`src/rtl/vlu_pkg.sv`:
```
// -----------------------------------------------------------------------------
// vlu_pkg
// Shared types and helpers for the vector load unit.
//   vlu_state_t    : control FSM states (IDLE, READ, DRAIN, WRITE)
//   PERF_CNT_WIDTH : width of the optional performance counters
//   clamp_vlen()   : limits a requested element count to the lane count
// -----------------------------------------------------------------------------
package vlu_pkg;

    typedef enum logic [1:0] {
        IDLE  = 2'd0,
        READ  = 2'd1,
        DRAIN = 2'd2,
        WRITE = 2'd3
    } vlu_state_t;

    localparam int unsigned PERF_CNT_WIDTH = 32;

    function automatic int unsigned clamp_vlen(input int unsigned vlen,
                                               input int unsigned vmax);
        return (vlen > vmax) ? vmax : vlen;
    endfunction

endpackage

```
`src/rtl/vlu_addr_gen.sv`:
```
// -----------------------------------------------------------------------------
// vlu_addr_gen
// Strided scratchpad address accumulator plus element counter.
//   clk, rst  : clock, asynchronous active-high reset
//   load      : latch base/stride/vlen, restart the count at element 0
//   step      : advance to the next element (addr += stride, count += 1)
//   base      : word address of element 0
//   stride    : two's-complement element stride (wraps modulo 2^ADDR_WIDTH)
//   vlen      : clamped element count of the current command
//   addr      : address of the element currently being issued (registered)
//   count     : index of the element currently being issued (registered)
//   last_o    : current element is the final one of the command
// -----------------------------------------------------------------------------
module vlu_addr_gen #(
    parameter int unsigned ADDR_WIDTH = 16,
    parameter int unsigned VLEN_WIDTH = 4
) (
    input  logic                  clk,
    input  logic                  rst,
    input  logic                  load,
    input  logic                  step,
    input  logic [ADDR_WIDTH-1:0] base,
    input  logic [ADDR_WIDTH-1:0] stride,
    input  logic [VLEN_WIDTH-1:0] vlen,
    output logic [ADDR_WIDTH-1:0] addr,
    output logic [VLEN_WIDTH-1:0] count,
    output logic                  last_o
);

    logic [ADDR_WIDTH-1:0] stride_q;
    logic [VLEN_WIDTH-1:0] vlen_q;

    always_ff @(posedge clk or posedge rst) begin
        if (rst) begin
            addr     <= '0;
            count    <= '0;
            stride_q <= '0;
            vlen_q   <= '0;
        end else if (load) begin
            addr     <= base;
            count    <= '0;
            stride_q <= stride;
            vlen_q   <= vlen;
        end else if (step) begin
            // Unsigned add gives the signed-stride result modulo 2^ADDR_WIDTH.
            addr  <= addr + stride_q;
            count <= count + VLEN_WIDTH'(1);
        end
    end

    assign last_o = ((count + VLEN_WIDTH'(1)) == vlen_q);

endmodule

```
`src/rtl/vector_load_unit.sv`:
```
// -----------------------------------------------------------------------------
// vector_load_unit
// Gathers up to VMAX strided scratchpad words into one vector and writes it to
// the vector register file as a single-cycle write.
//   clk, rst      : clock, asynchronous active-high reset
//   cmd_valid_i   : command valid; accepted when cmd_ready_o is high
//   cmd_ready_o   : unit idle and able to accept a command
//   cmd_rd_i      : destination vector register (0 suppresses the write)
//   cmd_base_i    : word address of element 0
//   cmd_stride_i  : signed element stride
//   cmd_vlen_i    : element count (values above VMAX are clamped)
//   mem_ren_o     : scratchpad read enable
//   mem_addr_o    : scratchpad read address
//   mem_rdata_i   : read data, valid one cycle after mem_ren_o
//   rf_wen_o      : register file write enable pulse
//   rf_rd_o       : register file write index (held until the next write)
//   rf_wdata_o    : assembled vector, lane i at [i*DATA_WIDTH +: DATA_WIDTH]
//   done_o        : one-cycle pulse when a command retires
// Optional (macro VLU_PERF_CNT_EN):
//   perf_busy_o   : saturating count of non-idle cycles
//   perf_cmds_o   : saturating count of retired commands
// -----------------------------------------------------------------------------
module vector_load_unit
    import vlu_pkg::*;
#(
    parameter int unsigned DATA_WIDTH = 16,
    parameter int unsigned REG_WIDTH  = 4,
    parameter int unsigned VMAX       = 8,
    parameter int unsigned ADDR_WIDTH = 16,
    parameter int unsigned VLEN_WIDTH = $clog2(VMAX + 1)
) (
    input  logic                       clk,
    input  logic                       rst,
    input  logic                       cmd_valid_i,
    output logic                       cmd_ready_o,
    input  logic [REG_WIDTH-1:0]       cmd_rd_i,
    input  logic [ADDR_WIDTH-1:0]      cmd_base_i,
    input  logic [ADDR_WIDTH-1:0]      cmd_stride_i,
    input  logic [VLEN_WIDTH-1:0]      cmd_vlen_i,
    output logic                       mem_ren_o,
    output logic [ADDR_WIDTH-1:0]      mem_addr_o,
    input  logic [DATA_WIDTH-1:0]      mem_rdata_i,
    output logic                       rf_wen_o,
    output logic [REG_WIDTH-1:0]       rf_rd_o,
    output logic [DATA_WIDTH*VMAX-1:0] rf_wdata_o,
    output logic                       done_o
`ifdef VLU_PERF_CNT_EN
    ,
    output logic [PERF_CNT_WIDTH-1:0]  perf_busy_o,
    output logic [PERF_CNT_WIDTH-1:0]  perf_cmds_o
`endif
);

    vlu_state_t                         state;
    logic [REG_WIDTH-1:0]               rd_q;
    logic [VMAX-1:0][DATA_WIDTH-1:0]    lanes;
    logic [VMAX-1:0][DATA_WIDTH-1:0]    lanes_next;
    logic                               rd_pend;   // a read was issued last cycle
    logic [VLEN_WIDTH-1:0]              cap_idx;   // lane that read returns into
    logic [VLEN_WIDTH-1:0]              vlen_clamped;
    logic [VLEN_WIDTH-1:0]              elem_idx;
    logic                               last_elem;
    logic                               accept;

    assign accept       = cmd_valid_i && cmd_ready_o;
    assign vlen_clamped = VLEN_WIDTH'(clamp_vlen(32'(cmd_vlen_i), 32'(VMAX)));

    vlu_addr_gen #(
        .ADDR_WIDTH (ADDR_WIDTH),
        .VLEN_WIDTH (VLEN_WIDTH)
    ) u_addr_gen (
        .clk    (clk),
        .rst    (rst),
        .load   (accept),
        .step   (state == READ),
        .base   (cmd_base_i),
        .stride (cmd_stride_i),
        .vlen   (vlen_clamped),
        .addr   (mem_addr_o),
        .count  (elem_idx),
        .last_o (last_elem)
    );

    // Lane buffer with this cycle's returning read data merged in. The DRAIN
    // cycle writes this merged view straight to rf_wdata_o so the final
    // element is included without an extra cycle.
    always_comb begin
        lanes_next = lanes;
        for (int unsigned i = 0; i < VMAX; i++) begin
            if (rd_pend && (cap_idx == VLEN_WIDTH'(i))) begin
                lanes_next[i] = mem_rdata_i;
            end
        end
    end

    always_ff @(posedge clk or posedge rst) begin
        if (rst) begin
            state       <= IDLE;
            cmd_ready_o <= 1'b1;
            mem_ren_o   <= 1'b0;
            rf_wen_o    <= 1'b0;
            rf_rd_o     <= '0;
            rf_wdata_o  <= '0;
            done_o      <= 1'b0;
            rd_q        <= '0;
            lanes       <= '0;
            rd_pend     <= 1'b0;
            cap_idx     <= '0;
        end else begin
            rd_pend  <= mem_ren_o;
            cap_idx  <= elem_idx;
            lanes    <= lanes_next;
            rf_wen_o <= 1'b0;
            done_o   <= 1'b0;

            case (state)
                IDLE: begin
                    if (accept) begin
                        rd_q        <= cmd_rd_i;
                        lanes       <= '0;
                        cmd_ready_o <= 1'b0;
                        if (vlen_clamped == '0) begin
                            state      <= WRITE;
                            rf_wen_o   <= (cmd_rd_i != '0);
                            rf_rd_o    <= cmd_rd_i;
                            rf_wdata_o <= '0;
                            done_o     <= 1'b1;
                        end else begin
                            state     <= READ;
                            mem_ren_o <= 1'b1;
                        end
                    end
                end
                READ: begin
                    if (last_elem) begin
                        state     <= DRAIN;
                        mem_ren_o <= 1'b0;
                    end
                end
                DRAIN: begin
                    state      <= WRITE;
                    rf_wen_o   <= (rd_q != '0);
                    rf_rd_o    <= rd_q;
                    rf_wdata_o <= lanes_next;
                    done_o     <= 1'b1;
                end
                WRITE: begin
                    state       <= IDLE;
                    cmd_ready_o <= 1'b1;
                end
                default: begin
                    state       <= IDLE;
                    cmd_ready_o <= 1'b1;
                    mem_ren_o   <= 1'b0;
                end
            endcase
        end
    end

`ifdef VLU_PERF_CNT_EN
    always_ff @(posedge clk or posedge rst) begin
        if (rst) begin
            perf_busy_o <= '0;
            perf_cmds_o <= '0;
        end else begin
            if ((state != IDLE) && (perf_busy_o != '1)) begin
                perf_busy_o <= perf_busy_o + PERF_CNT_WIDTH'(1);
            end
            if (done_o && (perf_cmds_o != '1)) begin
                perf_cmds_o <= perf_cmds_o + PERF_CNT_WIDTH'(1);
            end
        end
    end
`else
    // Performance counters are not built in this configuration.
`endif

endmodule

```
`config.mk`:
```
export PLATFORM = sky130hd
export DESIGN_NAME = vector_load_unit
export DESIGN_NICKNAME = d
export VERILOG_FILES = /design/src/rtl/vlu_pkg.sv /design/src/rtl/vlu_addr_gen.sv /design/src/rtl/vector_load_unit.sv
export SDC_FILE = /design/constraint.sdc
export NUM_CORES = 1
export LEC_CHECK = 0
export ABC_AREA = 1
export CAP_MARGIN = 20
export CORE_MARGIN = 1
export CORE_UTILIZATION = 25
export CTS_BUF_LIST = sky130_fd_sc_hd__clkbuf_8 sky130_fd_sc_hd__clkbuf_16
export CTS_CLUSTER_DIAMETER = 60
export DETAILED_ROUTE_END_ITERATION = 7
export SETUP_SLACK_MARGIN = 0.02
export SYNTH_ARGS = -nofsm -noshare
export SYNTH_HDL_FRONTEND = slang
export SYNTH_SLANG_ARGS = --single-unit
```
`constraint.sdc`:
```
create_clock -name clk -period 12.7 [get_ports clk]
set_input_delay 1.27 -clock clk [delete_from_list [all_inputs] [get_ports clk]]
set_output_delay 1.27 -clock clk [all_outputs]
set_load 0.01 [all_outputs]
```
==> flow_summary.yaml <==
run_status:
  run_status: "complete, no violations"
route:
  drc: 0
  detail_route.iter0.violations: 734
  vias_per_cell: 4.28
  post_route_antenna_net_violation_count: 0
  routed-via-count: 11000
  drt-pass1-iter-count: 7
  routed_wire_length_per_instance_um: 15.5
  detail_route.wirelength_mm: 39.8
timing:
  timing_max_transition_violations_final: 0
  worst_slew_margin_rel: 0.307
  worst_slack_ps: 9080
  report.final.setup_viol: 0
  report.final.hold_viol_count: 0
  achievable-frequency_mhz: 276
  tns_ps: 0
  tightest_slew_ps: 1040
  post_layout_minimum_cycle_time_ps: 3620
  finClkSkew_ps: 9.54
  rsz0062_at_grt: "false"
  share_of_the_clock_period_used_by_the_worst_path: 0.285
layout:
  post_route_cells_drive_above_1_share: 0.0545
  area_growth_pct: 30.4
  commonest_non_fill_non_tap_cells_in_the_layout: "sky130_fd_sc_hd__nand2_1 (332), sky130_fd_sc_hd__dfrtp_1 (314), sky130_fd_sc_hd__nor2_1 (281)"
  number_of_fill_cells_in_the_layout: 5773
  diodes: 0
  final_design_area_no_fill_sq_um: 18300
  nets: 1868
  layout.cells.most_common: "sky130_fd_sc_hd__nand2_1"
  area_taken_by_multi_input_logic_gates_sq_um: 5040
  area.sequential_sq_um: 7880
synth:
  synth_seq_cells: 315
  syn-instance-count: 1598
  post_synth_instance_area_sq_um: 14100
  unique_cell_type_count_in_the_yosys_netlist: 36
  seq_area_frac_synth: 0.561
  synth-warning-count: 0
  synth.avg_cell_area_sq_um: 8.80
  mappedNetlistNets: 1678
global_route:
  number_of_global_route_vias_before_repair: 10700
  grt_use_total: 0.141
  global_route_wire_length_before_repair_mm: 61.7
  maximum_number_of_pins_on_one_net_before_global_route_repair: 265
  grt_antenna_before_repair: 0
  grt-ovfl-total: 0
min_path:
  hold_path_class: "register to register"
critical_path:
  path_max_fanout: 264
  setup.worst_path.start_class: "input pin"
  arrival_ps: 4080
  crit_path_max_incr_delay_ps: 630
  worstSetupEndpointType: "register"
  crit_path_category: "input pin to register"
  most_frequent_cell_on_the_critical_path: "sky130_fd_sc_hd__nand2_1"
  critical_path.slowest_cell: "sky130_fd_sc_hd__buf_12"
  worst-endpoint-required_ps: 13160
  crit_chain: "clkdlybuf4s50_1, nand2_1, buf_4, inv_2, nand2_1, o21ai_4, buf_12, nand2_1, o21ai_1"
cts:
  worstSkewPairLatency_ps: 550
  postCtsHoldBufs: 0
  numClockSinks: 315
  post_cts_resize_count: 0
  root_buffer: "sky130_fd_sc_hd__clkbuf_16"
  post-cts-setup-buffers: 0
  clock_path_buffers: 3
  cts_buffers: 42
  cts_htree_levels: 2
  clk_pin_slew_ps: 50
  cts_tree: "built"
die:
  floorplan.rows: 86
  initial_core_util: 0.254
  coreArea_sq_um: 55300
  die_area_sq_um: 57200
  design.portCount: 211
  die-height_um: 239
  die_x_um: 239
place:
  placement.io_buffers: 210
  preCtsSetupSlack_ps: 8370
  finalWeightedCongestion: 0.810
  detailed_place.area_sq_um: 16800
  post-dp-hpwl_mm: 25.7
power_and_ir_drop:
  switchingPower_w: 0.000551
  leakage_power_figure_nw: 9.12
  comb_power_share: 0.056
  power_per_cell_area_nw_per_um2: 131
  power.switching_fraction: 0.230
  sequential_fraction_of_design_power: 0.438
  internal_power_w: 0.00185
  irDropWorstVdd_uv: 72.5
  power_frac_clock: 0.506
run:
  cap_viol_max_count: 0
## state kept, by name (all words and copies together) (netlist names), 2 cells and up
register,cells
u_addr_gen.vlen_q,4
rd_q,4
rf_rd_o,4
u_addr_gen.count,4
u_addr_gen.stride_q,16
state,2
rf_wdata_o,128
u_addr_gen.addr,16
lanes,128
cap_idx,4
## kinds of logic (layout without fill, tap and decap cells)
logic type	after synthesis	in the layout	synth area share
XOR/XNOR	6	6	0.00374
buffers and inverters	284	504	0.0820
AND/OR/NAND/NOR	661	661	0.183
multiplexers	100	100	0.0716
AO/OA/AOI/OAI	211	211	0.0795
flip-flops	315	315	0.561
adder cells (fa/ha/maj)	21	21	0.0192
## through the flow
step | utilization | cells | power (W) | hold WS (ps)
6_report | 0.332 | 2566 | 0.00240 | 429
5_1_grt | 0.332 | 2566 | 0.00249 | 454
4_1_cts | 0.331 | 2564 | 0.00244 | 429
3_5_place_dp | 0.304 | 2490 | 0.00120 | 414
3_3_place_gp | 0.304 | 2490 | 0.00120 | 412
2_1_floorplan | - | 1598 | 0.00112 | 374
## worst max-delay path: cells and delay by family
family / cells / cell delay [ps]
buffers and inverters: 4 / 1800
AND/OR/NAND/NOR: 3 / 500
AO/OA/AOI/OAI: 2 / 260
## cell type report
class	instances	share of cell area
Timing Repair Buffer	222	0.122
Inverter	208	0.0431
Clock buffer	48	0.0624
Tap cell	748	0.0510
Multi-Input combinational cell	999	0.275
Sequential cell	315	0.430
Clock inverter	26	0.0164
## synthesized netlist by cell type
| master | number | area, sq um |
|---|---|---|
| sky130_fd_sc_hd__nand2_1 | 332 | 1250 |
| sky130_fd_sc_hd__o21ai_1 | 22 | 110 |
| sky130_fd_sc_hd__buf_4 | 2 | 15.0 |
| sky130_fd_sc_hd__inv_1 | 206 | 773 |
| sky130_fd_sc_hd__buf_6 | 4 | 45.0 |
| sky130_fd_sc_hd__inv_2 | 2 | 7.51 |
| sky130_fd_sc_hd__buf_1 | 2 | 7.51 |
| sky130_fd_sc_hd__buf_2 | 39 | 195 |
| sky130_fd_sc_hd__o211ai_1 | 6 | 45.0 |
| sky130_fd_sc_hd__nand4_1 | 5 | 31.3 |
| sky130_fd_sc_hd__nand3_1 | 28 | 140 |
| sky130_fd_sc_hd__a31oi_1 | 4 | 25.0 |
| sky130_fd_sc_hd__o21bai_1 | 2 | 15.0 |
| sky130_fd_sc_hd__xnor2_1 | 5 | 43.8 |
| sky130_fd_sc_hd__clkbuf_1 | 29 | 109 |
| sky130_fd_sc_hd__ha_1 | 20 | 250 |
| sky130_fd_sc_hd__o21ai_2 | 1 | 8.76 |
| sky130_fd_sc_hd__nand3b_1 | 1 | 7.51 |
| sky130_fd_sc_hd__nor4_1 | 2 | 12.5 |
| sky130_fd_sc_hd__a21oi_1 | 15 | 75.1 |
| sky130_fd_sc_hd__mux2_2 | 4 | 45.0 |
| sky130_fd_sc_hd__nand2_2 | 4 | 25.0 |
| sky130_fd_sc_hd__nor2_2 | 2 | 12.5 |
| sky130_fd_sc_hd__xor2_1 | 1 | 8.76 |
| sky130_fd_sc_hd__dfrtp_1 | 314 | 7860 |
| sky130_fd_sc_hd__o22ai_1 | 4 | 25.0 |
| sky130_fd_sc_hd__o21ai_0 | 149 | 746 |
| sky130_fd_sc_hd__nor3_1 | 2 | 10.0 |
| sky130_fd_sc_hd__nor2_1 | 282 | 1060 |
| sky130_fd_sc_hd__nand3_2 | 2 | 20.0 |
| sky130_fd_sc_hd__dfstp_2 | 1 | 26.3 |
| sky130_fd_sc_hd__a22o_1 | 6 | 52.6 |
| sky130_fd_sc_hd__fa_1 | 1 | 20.0 |
| sky130_fd_sc_hd__mux2i_1 | 96 | 961 |
| sky130_fd_sc_hd__nor2_4 | 1 | 11.3 |
| sky130_fd_sc_hd__o21a_1 | 2 | 15.0 |
## worst paths after layout
| check | start | end | slack (ps) | cells after the start |
|---|---|---|---|---|
| worst max-delay path | cmd_valid_i | rf_wdata_o[103]$_DFFE_PP0P_ | 9080 | 9 |
| worst min-delay path | u_addr_gen.count[3]$_DFFE_PP0P_ | cap_idx[3]$_DFF_PP0_ | 430 | 0 |
| worst max register to register | cmd_ready_o$_DFFE_PP1P_ | rf_wdata_o[103]$_DFFE_PP0P_ | 9690 | 8 |
| worst min register to register | u_addr_gen.count[3]$_DFFE_PP0P_ | cap_idx[3]$_DFF_PP0_ | 430 | 0 |
| max in group asynchronous | rst | lanes[90]$_DFF_PP0_ | 9600 | 5 |
| min in group asynchronous | rst | rf_wen_o$_DFF_PP0_ | 1180 | 2 |
## power groups by stage
stage               clock, W  combinational [W]  sequential, W
global route         0.00129           0.000149        0.00105
floorplan                  0          0.0000439        0.00107
CTS                  0.00125           0.000137        0.00105
global placement           0           0.000134        0.00107
detailed placement         0           0.000136        0.00107
finish               0.00121           0.000135        0.00105
## layer usage
metal | vias to the layer above | part of all wire | global-route usage | routed length (um)
met5 | - | 0 | 0 | 0
met4 | 0 | 0.019 | 0.0367 | 776
met3 | 58 | 0.084 | 0.0465 | 3330
met2 | 294 | 0.44 | 0.219 | 17500
met1 | 5255 | 0.46 | 0.187 | 18200
li1 | 5372 | - | - | -
Power figures use the tool's default switching activity.
